--- src/rtl/map_rom_arbiter_if.sv ---
// Requester-side bus of the map/turn-point ROM arbiter.
//   req[2:0]     per-requester request (0 render, 1 collide, 2 loader)
//   addr0/1/2    per-requester ROM address, stable while its req is high
//   gnt[2:0]     one-hot grant pulse
//   rdata        shared read-data return bus
//   rvalid[2:0]  one-hot tag saying which requester rdata belongs to
// master: the requesters. slave: the arbiter.
interface map_rom_arbiter_if #(
  parameter int ADDR_W = 10,
  parameter int DATA_W = 40
);
  logic [2:0]        req;
  logic [ADDR_W-1:0] addr0;
  logic [ADDR_W-1:0] addr1;
  logic [ADDR_W-1:0] addr2;
  logic [2:0]        gnt;
  logic [DATA_W-1:0] rdata;
  logic [2:0]        rvalid;

  modport master (
    output req, addr0, addr1, addr2,
    input  gnt, rdata, rvalid
  );

  modport slave (
    input  req, addr0, addr1, addr2,
    output gnt, rdata, rvalid
  );
endinterface

--- src/rtl/map_rom_arbiter.sv ---
// map_rom_arbiter
// Shares the single-port map/turn-point ROM between the render fetch (0),
// the collision corner lookups (1) and the song loader (2), on the pixel clock.
// The winner gets a one-cycle gnt pulse together with the registered ROM
// address; the read data comes back ROM_LAT+1 cycles later on the shared
// rdata bus, tagged by a one-hot rvalid.
//
// Ports:
//   clk        pixel clock
//   reset_n    asynchronous active-low reset
//   valid      active-video flag
//   load_mode  loader owns the ROM (not playing)
//   bus        requester bus (req, addr0..2, gnt, rdata, rvalid), slave side
//   rom_addr   registered ROM address
//   rom_dout   ROM read data, ROM_LAT cycles after rom_addr
//
// Build option ARB_STATS_EN adds:
//   stat_gnt0/1/2  saturating per-requester grant counters (16 b)
//   stat_max_wait  longest loader wait in cycles (8 b)
// The counters clear on reset and on the rising edge of load_mode. They only
// observe the arbiter; grant decisions are identical with or without them.
//
// state        | meaning
// MODE_BLANK   | blanking: collide > loader, loader forced once starved
// MODE_ACTIVE  | active video: render > collide, loader locked out
// MODE_LOAD    | song preload: loader only
module map_rom_arbiter #(
  parameter int ADDR_W     = 10,
  parameter int DATA_W     = 40,
  parameter int ROM_LAT    = 1,
  parameter int STARVE_MAX = 15
) (
  input  logic              clk,
  input  logic              reset_n,
  input  logic              valid,
  input  logic              load_mode,
  map_rom_arbiter_if.slave  bus,
  output logic [ADDR_W-1:0] rom_addr,
  input  logic [DATA_W-1:0] rom_dout
`ifdef ARB_STATS_EN
  ,
  output logic [15:0]       stat_gnt0,
  output logic [15:0]       stat_gnt1,
  output logic [15:0]       stat_gnt2,
  output logic [7:0]        stat_max_wait
`endif
);

  localparam int STARVE_W = ($clog2(STARVE_MAX + 1) > 4) ? $clog2(STARVE_MAX + 1) : 4;

  typedef enum logic [1:0] {
    MODE_BLANK  = 2'd0,
    MODE_ACTIVE = 2'd1,
    MODE_LOAD   = 2'd2
  } mode_e;

  mode_e               mode_q;
  mode_e               mode_d;
  logic [STARVE_W-1:0] starve_q;
  logic                starve_full;
  logic [2:0]          win_oh;
  logic [ADDR_W-1:0]   win_addr;
  logic [2:0]          tag_q [ROM_LAT];
  logic [2:0]          tag_out;

  // Mode register; the arbitration below uses the registered mode.
  always_ff @(posedge clk or negedge reset_n) begin
    if (!reset_n) begin
      mode_q <= MODE_BLANK;
    end else begin
      mode_q <= mode_d;
    end
  end

  // load_mode outranks valid.
  always_comb begin
    mode_d = MODE_BLANK;
    if (load_mode) begin
      mode_d = MODE_LOAD;
    end else if (valid) begin
      mode_d = MODE_ACTIVE;
    end
  end

  assign starve_full = (starve_q == STARVE_W'(STARVE_MAX));

  // Winner selection on the current requests. Render is never served outside
  // active video, the loader never during it.
  always_comb begin
    win_oh = 3'b000;
    case (mode_q)
      MODE_ACTIVE: begin
        if (bus.req[0]) begin
          win_oh = 3'b001;
        end else if (bus.req[1]) begin
          win_oh = 3'b010;
        end
      end
      MODE_BLANK: begin
        if (bus.req[2] && starve_full) begin
          win_oh = 3'b100;
        end else if (bus.req[1]) begin
          win_oh = 3'b010;
        end else if (bus.req[2]) begin
          win_oh = 3'b100;
        end
      end
      MODE_LOAD: begin
        if (bus.req[2]) begin
          win_oh = 3'b100;
        end
      end
      default: win_oh = 3'b000;
    endcase
  end

  // With no winner the ROM address simply holds.
  always_comb begin
    win_addr = rom_addr;
    if (win_oh[0]) begin
      win_addr = bus.addr0;
    end else if (win_oh[1]) begin
      win_addr = bus.addr1;
    end else if (win_oh[2]) begin
      win_addr = bus.addr2;
    end
  end

  // Loader starvation counter: only blanking cycles where the loader asks and
  // loses count; active/load cycles hold it, a dropped request or a loader
  // grant clears it.
  always_ff @(posedge clk or negedge reset_n) begin
    if (!reset_n) begin
      starve_q <= '0;
    end else if (!bus.req[2] || win_oh[2]) begin
      starve_q <= '0;
    end else if (mode_q == MODE_BLANK && !starve_full) begin
      starve_q <= starve_q + STARVE_W'(1);
    end
  end

  // Grant and address leave on the same edge.
  always_ff @(posedge clk or negedge reset_n) begin
    if (!reset_n) begin
      bus.gnt  <= 3'b000;
      rom_addr <= '0;
    end else begin
      bus.gnt  <= win_oh;
      rom_addr <= win_addr;
    end
  end

  // Tag pipe: tag_q[ROM_LAT-1] lines up with the rom_dout produced by the
  // address issued together with that grant, so in-flight reads keep their
  // owner across mode changes.
  always_ff @(posedge clk or negedge reset_n) begin
    if (!reset_n) begin
      tag_q <= '{default: 3'b000};
    end else begin
      tag_q[0] <= bus.gnt;
      for (int i = 1; i < ROM_LAT; i++) begin
        tag_q[i] <= tag_q[i-1];
      end
    end
  end

  assign tag_out = tag_q[ROM_LAT-1];

  // rdata only moves when a tagged read lands.
  always_ff @(posedge clk or negedge reset_n) begin
    if (!reset_n) begin
      bus.rvalid <= 3'b000;
      bus.rdata  <= '0;
    end else begin
      bus.rvalid <= tag_out;
      if (|tag_out) begin
        bus.rdata <= rom_dout;
      end
    end
  end

`ifdef ARB_STATS_EN
  logic       load_mode_q;
  logic       stat_clr;
  logic [7:0] wait_q;

  assign stat_clr = load_mode & ~load_mode_q;

  // wait_q counts the cycles the loader has been asking without a grant; its
  // value at the moment of the grant is that request's wait.
  always_ff @(posedge clk or negedge reset_n) begin
    if (!reset_n) begin
      load_mode_q   <= 1'b0;
      wait_q        <= '0;
      stat_gnt0     <= '0;
      stat_gnt1     <= '0;
      stat_gnt2     <= '0;
      stat_max_wait <= '0;
    end else begin
      load_mode_q <= load_mode;
      if (stat_clr) begin
        wait_q        <= '0;
        stat_gnt0     <= '0;
        stat_gnt1     <= '0;
        stat_gnt2     <= '0;
        stat_max_wait <= '0;
      end else begin
        if (win_oh[0] && stat_gnt0 != 16'hFFFF) stat_gnt0 <= stat_gnt0 + 16'd1;
        if (win_oh[1] && stat_gnt1 != 16'hFFFF) stat_gnt1 <= stat_gnt1 + 16'd1;
        if (win_oh[2] && stat_gnt2 != 16'hFFFF) stat_gnt2 <= stat_gnt2 + 16'd1;
        if (win_oh[2] && wait_q > stat_max_wait) stat_max_wait <= wait_q;
        if (!bus.req[2] || win_oh[2]) begin
          wait_q <= '0;
        end else if (wait_q != 8'hFF) begin
          wait_q <= wait_q + 8'd1;
        end
      end
    end
  end
`endif

endmodule

--- src/flat_wrapper.sv ---
// flat-port wrapper written by rule: the top's interface ports become plain ports
module map_rom_arbiter_flat 
#(
  parameter int ADDR_W     = 10,
  parameter int DATA_W     = 40,
  parameter int ROM_LAT    = 1,
  parameter int STARVE_MAX = 15
)
  (clk, reset_n, valid, load_mode, rom_addr, rom_dout, bus_req, bus_addr0, bus_addr1, bus_addr2, bus_gnt, bus_rdata, bus_rvalid);
  map_rom_arbiter_if #(.ADDR_W(ADDR_W), .DATA_W(DATA_W)) bus_i ();
  input  logic clk;
  input  logic reset_n;
  input  logic valid;
  input  logic load_mode;
  output logic [ADDR_W-1:0] rom_addr;
  input  logic [DATA_W-1:0] rom_dout;
  input wire logic [$bits(bus_i.req)-1:0] bus_req;
  input wire logic [$bits(bus_i.addr0)-1:0] bus_addr0;
  input wire logic [$bits(bus_i.addr1)-1:0] bus_addr1;
  input wire logic [$bits(bus_i.addr2)-1:0] bus_addr2;
  output wire logic [$bits(bus_i.gnt)-1:0] bus_gnt;
  output wire logic [$bits(bus_i.rdata)-1:0] bus_rdata;
  output wire logic [$bits(bus_i.rvalid)-1:0] bus_rvalid;
  assign bus_i.req = bus_req;
  assign bus_i.addr0 = bus_addr0;
  assign bus_i.addr1 = bus_addr1;
  assign bus_i.addr2 = bus_addr2;
  assign bus_gnt = bus_i.gnt;
  assign bus_rdata = bus_i.rdata;
  assign bus_rvalid = bus_i.rvalid;
  map_rom_arbiter #(.ADDR_W(ADDR_W), .DATA_W(DATA_W), .ROM_LAT(ROM_LAT), .STARVE_MAX(STARVE_MAX)) u_core (.clk(clk), .reset_n(reset_n), .valid(valid), .load_mode(load_mode), .bus(bus_i), .rom_addr(rom_addr), .rom_dout(rom_dout));
endmodule
--- config.mk ---
export PLATFORM = sky130hd
export DESIGN_NAME = map_rom_arbiter_flat
export DESIGN_NICKNAME = d
export VERILOG_FILES = /design/src/rtl/map_rom_arbiter_if.sv /design/src/rtl/map_rom_arbiter.sv /design/src/flat_wrapper.sv
export SDC_FILE = /design/constraint.sdc
export NUM_CORES = 1
export LEC_CHECK = 0
export BUFFER_PORTS_ARGS = -buffer_cell sky130_fd_sc_hd__buf_2
export CORE_UTILIZATION = 44
export DETAILED_ROUTE_END_ITERATION = 10
export GPL_TIMING_DRIVEN = 0
export HOLD_SLACK_MARGIN = 0.03
export PLACE_DENSITY = 0.79
export SYNTH_ARGS = -nofsm -noshare
export SYNTH_HDL_FRONTEND = slang
export SYNTH_SLANG_ARGS = --single-unit
export TNS_END_PERCENT = 10
--- constraint.sdc ---
create_clock -name clk -period 2 [get_ports clk]
set_input_delay 0 -clock clk [delete_from_list [all_inputs] [get_ports clk]]
set_output_delay 0 -clock clk [all_outputs]
set_load 0.01 [all_outputs]
==> key figures, run 1 <==
Run status
  • Run status: finished, final reports clean

Timing
  • Worst hold slack: just over 200 ps
  • Final critical delay including setup and external delays: between 1500 and 2000 ps
  • Fin. max-slew vios: 0
  • Final count of negative-setup-slack endpoints: 0
  • Layout Skew: approximately 7.4 ps
  • Fmax: roughly 620 MHz
  • Final worst path period share: 80.8%
  • Slew of the pin with the lowest slew margin: 625 ps
  • Worst rel slew slack: between 50% and 60%
  • Final TNS setup: 0 ps
  • Setup repair after global routing missed its margin: false
  • Final Hold Fails: 0

GRT
  • Antenna violations before repair: 0
  • Number of global-route vias before repair: around 2500
  • Largest net degree at the start of global routing: 40
  • First-pass GRT wire length: ~12 mm
  • Total routing resource utilization after global routing: between 20% and 30%
  • Global route overflow: 0

Synthesis
  • Post-synthesis register bit count: between 60 and 70
  • Synthesized netlist net count: around 260
  • Netlist area before placement: around 2500 um2
  • Cell variety after synth: 28
  • Cell count after synthesis: between 150 and 200
  • Yosys Warn Count: 0
  • Mean post-synth cell area: 14.0 um2
  • Top cells by area, synth: sky130_fd_sc_hd__dfrtp_1 65%, sky130_fd_sc_hd__mux2_2 16%, sky130_fd_sc_hd__nand2_1 3.3%
  • Proportion of synthesized chip area in sequential cells: between 60% and 70%
  • Share of Yosys cell area claimed by the top area cell type: 64.7%
  • Top cell type by total area after synthesis: sky130_fd_sc_hd__dfrtp_1

Setup path
  • Stages on the worst setup path: 5
  • Critical Setup Path Class: reg2reg
  • Crit path DAT: around 1800 ps
  • Worst R2R Path Depth: 5
  • Critical path required time: between 2000 and 2500 ps
  • Worst-path cell with the longest stage delay: sky130_fd_sc_hd__a311oi_2
  • Worst path top cell family by delay: compound AO/OA/AOI/OAI gates
  • Critical Path Sink Type: register
  • Sum of buffers and inverters on the critical path: 0
  • Cell-by-cell listing of the critical path: ha_1 -> a311oi_2 -> nand4_1 -> xor2_1 -> nor2_2
  • Slowest cell delay on critical path: 440 ps
  • Crit-path max FO: 4
  • Critical Path Source Type: register

Drt
  • Final routed wirelength across all metal layers: 7.56 mm
  • Via count normalized by instance count: slightly below 5
  • Number of detailed-route iterations in the first pass: 4
  • Routed wire length per instance: 15.9 um
  • Post-DRT Antenna Nets: 0
  • Vias after detailed routing: about 2300
  • Drt drc: 0
  • Violation count after the first detailed-routing iteration: 140

Clocking
  • TritonCTS clock tree: done
  • Clock slew seen by the registers of the worst setup and hold paths: 70 ps
  • CTS Root Buffer Type: sky130_fd_sc_hd__clkbuf_8
  • H-tree lvl count: 3
  • Sink count of the clock tree: between 60 and 70
  • Source-to-sink clock delay at the later pin of the worst-skew pair: about 330 ps
  • Post-CTS sizing: 0
  • Total setup buffers inserted after CTS: 0
  • Total CTS buffers: 9
  • Maximum count of clock buffers along a single path: 2

Place
  • Final weighted congestion in routability-driven placement: around 0.72
  • Port bufs: approximately 130
  • Area post-placement: about 3300 um2
  • Post-detail-place hpwl: 3.98 mm

Finish
  • Register area: between 1500 and 2000 um2
  • Filler cell count: 331
  • Fraction of final layout cells sized beyond drive strength 1: about half
  • Layout Area Growth over Synthesis: 69.1%
  • Area used by multi-input combinational logic: 840 um2
  • Net count of the finished layout: between 400 and 500
  • Most common cell after layout, fill and taps aside: sky130_fd_sc_hd__buf_2
  • Non-Filler Cell Area, Final: between 4000 and 5000 um2
  • Commonest cells after routing, fill and taps aside: 136 x sky130_fd_sc_hd__buf_2, 75 x sky130_fd_sc_hd__dlygate4sd3_1, 65 x sky130_fd_sc_hd__dfrtp_1, 36 x sky130_fd_sc_hd__mux2_2, 22 x sky130_fd_sc_hd__nand2_1
  • Number of inserted diodes: 0

Job
  • Maxcap violations: 0

Power and ir drop
  • Leakage component of the power: 2.06 nW
  • Total power per unit cell area: about 820 nW/um2
  • Highest ir drop seen on vdd: roughly 470 uV
  • Power consumption: between 0.003 and 0.004 W

Die
  • Chip height: 77.6 um
  • Site Rows: 27
  • Effective utilization at floorplan: a little under half
  • Top-Level Pins: approximately 130
  • Die width: between 70 and 80 um
  • Floorplan die area: 6020 um2
  • Area of the core: about 5500 um2

Hold path
  • HP Class: in2reg
  • Min-Delay Path Depth: 4
sequential cells by signal, summed over array words and instances (netlist names):
name	cells
u_core.bus.rvalid	3
u_core.rom_addr	10
u_core.bus.gnt	3
u_core.starve_q	4
u_core.mode_q	2
u_core.tag_out	3
u_core.bus.rdata	40
layer usage:
| layer | GRT usage [%] | wire length, um | vias up |
|---|---|---|---|
| li1 | - | - | 1070 |
| met1 | 28.4 | 2820 | 1117 |
| met2 | 50.4 | 4040 | 118 |
| met3 | 7.29 | 436 | 23 |
| met4 | 14.0 | 265 | 0 |
| met5 | 0 | 0 | - |
worst reg2reg max path, delay by kind of cell (launching register included):
family | cells | cell delay, ps
fa+ha+maj | 1 | 250
simple gates | 2 | 220
compound gates | 1 | 440
flops | 1 | 410
xor+xnor | 1 | 190
logic make-up (layout without fill, tap and decap cells):
kind of cell	after synthesis	after routing	share of synthesized area, %
flip-flops	65	65	64.7
multiplexers	41	41	18.3
AND/OR/NAND/NOR	37	37	6.92
AO/OA/AOI/OAI	24	24	6.62
buffers and inverters	9	233	1.84
XOR/XNOR	3	3	1.05
adder cells (fa/ha/maj)	1	1	0.498
through the flow:
step | setup slack, ps | std cells | util, %
2_1_floorplan | 512 | 180 | -
3_3_place_gp | 432 | 384 | 59.3
3_5_place_dp | 396 | 385 | 59.6
4_1_cts | 378 | 476 | 77.2
5_1_grt | 292 | 476 | 77.2
6_report | 385 | 476 | 77.2
final cells by class:
cell class / count / area share, %
buffer: 7 / 0.913
clock buffer: 12 / 3.89
clock inverter: 4 / 1.18
inverter: 2 / 0.177
multi-input combinational: 106 / 19.8
sequential: 65 / 38.3
tap: 72 / 2.12
timing repair buffer: 208 / 33.7
synth_stat cells:
master	number
sky130_fd_sc_hd__nor2_1	3
sky130_fd_sc_hd__nor2b_1	2
sky130_fd_sc_hd__o22ai_1	10
sky130_fd_sc_hd__a21oi_1	1
sky130_fd_sc_hd__nor3_2	1
sky130_fd_sc_hd__nand2_1	22
sky130_fd_sc_hd__clkbuf_1	1
sky130_fd_sc_hd__xnor2_1	1
sky130_fd_sc_hd__xor2_1	2
sky130_fd_sc_hd__a31oi_1	10
sky130_fd_sc_hd__nor2_2	1
sky130_fd_sc_hd__nand2b_1	2
sky130_fd_sc_hd__a311oi_2	1
sky130_fd_sc_hd__o211ai_2	1
sky130_fd_sc_hd__mux2_2	36
sky130_fd_sc_hd__nand2b_2	1
sky130_fd_sc_hd__nand3_1	2
sky130_fd_sc_hd__and2_1	1
sky130_fd_sc_hd__buf_2	4
sky130_fd_sc_hd__mux2i_1	1
sky130_fd_sc_hd__inv_1	2
sky130_fd_sc_hd__mux2_1	4
sky130_fd_sc_hd__nand3b_1	1
sky130_fd_sc_hd__ha_1	1
sky130_fd_sc_hd__dfrtp_1	65
sky130_fd_sc_hd__buf_4	2
sky130_fd_sc_hd__nand4_1	1
sky130_fd_sc_hd__a21oi_2	1
power by group:
group / switching, W / leakage [nW] / internal [W] / total, W
combinational: 0.000342 / 1.18 / 0.000414 / 0.000756
sequential: 0.0000905 / 0.777 / 0.00148 / 0.00157
clock: 0.000493 / 0.105 / 0.000675 / 0.00117
total: 0.000926 / 2.06 / 0.00257 / 0.00350
path summary, 6_finish.rpt:
kind / slack, ps / endpoint / start
max: 380 / u_core.starve_q[3] / u_core.starve_q[0]
min: 210 / u_core.rom_addr[5] / bus_req[1]
max reg2reg: 380 / u_core.starve_q[3] / u_core.starve_q[0]
min reg2reg: 370 / u_core.tag_out[1] / u_core.bus.gnt[1]
max in group asynchronous: 1090 / u_core.rom_addr[9] / reset_n
min in group asynchronous: 280 / u_core.bus.rdata[14] / reset_n
repair_timing:
action	4_1_cts	5_1_grt
hold buffers	75	0
endpoints found under the hold margin	80	0
endpoints found under the setup margin	0	0
Note: power is estimated with default switching activity, not from simulation.
==> run 2, diff against run 1 <==
Settings changed: CORE_UTILIZATION 44 to 40, PLACE_DENSITY 0.79 to 0.75.
Clock period 2 ns to 1.4 ns, I/O delays scaled along.
==> key figures, run 2 (same netlist as run 1, synthesis figures left out) <==
Run status
  • Run status: finished, violations left
  • Failing checks: setup timing

Power and ir drop
  • Clock network fraction of design power: 34.5% (+1.1 points)
  • Leakage component of the power: 2.09 nW (+1.4%)
  • Total power per unit cell area: 1170 nW/um2 (+43%)
  • Highest ir drop seen on vdd: 682 uV (+44%)
  • Internal power: 0.00380 W (+48%)
  • Register share of total power: 44.1% (-0.9 points)
  • Power consumption: 0.00507 W (+45%)
  • Sw Share: 25.1% (-1.3 points)
  • Net load switching power: 0.00128 W (+38%)
  • Combinational share of power: 21.4% (-0.2 points)

Setup path
  • Crit path DAT: 1670 ps (-170 ps)
  • Critical Setup Path Class: reg2reg
  • Crit-path max FO: 3 (-1)
  • Critical path required time: 1620 ps (-600 ps)
  • Critical Path Sink Type: register
  • Critical Path Source Type: register
  • Worst R2R Path Depth: 5 (unchanged)
  • FF-to-FF setup slack: -50 ps (-430 ps)

Timing
  • Final count of negative-setup-slack endpoints: 7 (+7)
  • Slew of the pin with the lowest slew margin: 804 ps (+179 ps)
  • Worst rel slew slack: 46.4% (-12 points)
  • Fmax: 691 MHz (+12%)
  • Fin. max-slew vios: 0 (unchanged)
  • Setup repair after global routing missed its margin: true
  • Worst hold slack: 218 ps (+10.6 ps)
  • Setup slack of the critical path after layout: -48.0 ps (-433 ps)
  • Final critical delay including setup and external delays: 1450 ps (-167 ps)
  • Layout Skew: 6.04 ps (-1.40 ps)
  • Final worst path period share: 103% (+23 points)
  • Final Hold Fails: 0 (unchanged)

Finish
  • Registers with the most flip-flops: u_core.bus.rdata (40), u_core.rom_addr (10), u_core.starve_q (4)
  • Finished Core Util: 72.1% (-5.0 points)
  • Top reg by flops: u_core.bus.rdata
  • Final standard cell count with taps included and fillers excluded: 480 (+0.84%)
  • Number of inserted diodes: 0 (unchanged)
  • Most common cell after layout, fill and taps aside: sky130_fd_sc_hd__buf_2
  • Net count of the finished layout: 480 (+0.63%)
  • Fraction of final layout cells sized beyond drive strength 1: 49.9% (+1.1 points)
  • Non-Filler Cell Area, Final: 4320 um2 (+1.7%)
  • Layout Area Growth over Synthesis: 72.0%
  • Max reg flops: 40 (unchanged)
  • Commonest cells after routing, fill and taps aside: 131 x sky130_fd_sc_hd__buf_2, 75 x sky130_fd_sc_hd__dlygate4sd3_1, 65 x sky130_fd_sc_hd__dfrtp_1, 36 x sky130_fd_sc_hd__mux2_2, 22 x sky130_fd_sc_hd__nand2_1

Die
  • Area of the core: 5990 um2 (+8.8%)
  • Chip height: 81.3 um (+4.8%)
  • Site Rows: 28 (+3.7%)
  • Top-Level Pins: 133 (unchanged)
  • Effective utilization at floorplan: 41.9% (-3.7 points)
  • Floorplan die area: 6600 um2 (+9.7%)
  • Die width: 81.3 um (+4.8%)

Drt
  • Via count normalized by instance count: 4.70 (-3.9%)
  • Post-DRT Antenna Nets: 0 (unchanged)
  • Routed wire length per instance: 14.9 um (-6.3%)
  • Vias after detailed routing: 2257 (-3.0%)
  • Violation count after the first detailed-routing iteration: 84 (-40%)
  • Final routed wirelength across all metal layers: 7.15 mm (-5.5%)
  • Drt drc: 0 (unchanged)
  • Number of detailed-route iterations in the first pass: 3 (-1)

Clocking
  • Maximum count of clock buffers along a single path: 2 (unchanged)
  • Sink count of the clock tree: 65 (unchanged)
  • H-tree lvl count: 3 (unchanged)
  • Total CTS buffers: 9 (unchanged)
  • TritonCTS clock tree: done
  • CTS Root Buffer Type: sky130_fd_sc_hd__clkbuf_8
  • Clock slew seen by the registers of the worst setup and hold paths: 70 ps (about the same)
  • Source-to-sink clock delay at the later pin of the worst-skew pair: 330 ps (about the same)

Place
  • Post-detail-place hpwl: 4.02 mm (+1.1%)
  • # placed instances: 387 (+0.52%)
  • Area post-placement: 3290 um2 (+0.30%)
  • Port bufs: 132 (unchanged)
  • Final weighted congestion in routability-driven placement: 0.767 (+6.3%)

GRT
  • Global route overflow: 0 (unchanged)
  • Antenna violations before repair: 0 (unchanged)
  • Number of global-route vias before repair: 2328 (-8.6%)
  • Largest net degree at the start of global routing: 66 (+65%)
  • First-pass GRT wire length: 10.7 mm (-12%)
  • Total routing resource utilization after global routing: 22.3% (-5.0 points)

Job
  • Maxcap violations: 0 (unchanged)

Hold path
  • HP Class: in2reg
  • Min-Delay Path Depth: 4 (unchanged)
## run 2: final cells by class
type,count,area [um2]
plain buffers,7,57.6
clock buffers,11,151
clock inverters,3,65.1
fillers,397,1670
inverters,2,7.51
multi-input cells,106,875
flip-flops and latches,65,1630
well taps,75,93.8
repair buffers,211,1440
## run 2: what timing repair did
item                                    CTS  global route
buffers inserted                          4             0
gates resized for setup                  10             0
endpoints found under the setup margin   51            53
endpoints found under the hold margin   119             0
hold buffers                             75             0
pin swaps                                 4             0
## run 2: metal layers
layer  track usage (%)  vias up  part of all wire (%)
li1                  -     1074                     -
met1              24.0     1076                    40
met2              40.7       95                    52
met3              6.52       12                   6.6
met4              9.29        0                   1.7
met5                 0        -                     0
## run 2: final timing paths
check                              startpoint              endpoint
setup / recovery           u_core.starve_q[0]    u_core.starve_q[3]
hold / removal                     bus_req[1]    u_core.rom_addr[4]
setup reg to reg           u_core.starve_q[0]    u_core.starve_q[3]
hold reg to reg             u_core.bus.gnt[2]     u_core.tag_out[2]
max in group asynchronous             reset_n    u_core.rom_addr[6]
min in group asynchronous             reset_n  u_core.bus.rdata[23]
## run 2: power groups by stage
stage / Combinational (W) / Sequential, W / Clock, W
3_3_place_gp: 0.000876 / 0.00225 / 0
5_1_grt: 0.00119 / 0.00227 / 0.00189
2_1_floorplan: 0.000331 / 0.00238 / 0
4_1_cts: 0.00108 / 0.00223 / 0.00178
6_report: 0.00109 / 0.00224 / 0.00175
3_5_place_dp: 0.000893 / 0.00226 / 0
## run 2: stage by stage
stage / TNS [ps] / setup WS, ps
3_5_place_dp: -2180 / -65.0
5_1_grt: -3040 / -109
4_1_cts: -130 / -30.2
6_report: -130 / -48.0
2_1_floorplan: 0 / 4.54
3_3_place_gp: -1480 / -73.4
## run 2: critical path, cell delays in order (launching register included)
cell and delay (ps):
sky130_fd_sc_hd__dfrtp_1 410, sky130_fd_sc_hd__ha_4 190, sky130_fd_sc_hd__a311oi_4 330, sky130_fd_sc_hd__nand4_1 160, sky130_fd_sc_hd__xor2_1 200, sky130_fd_sc_hd__nor2_2 40
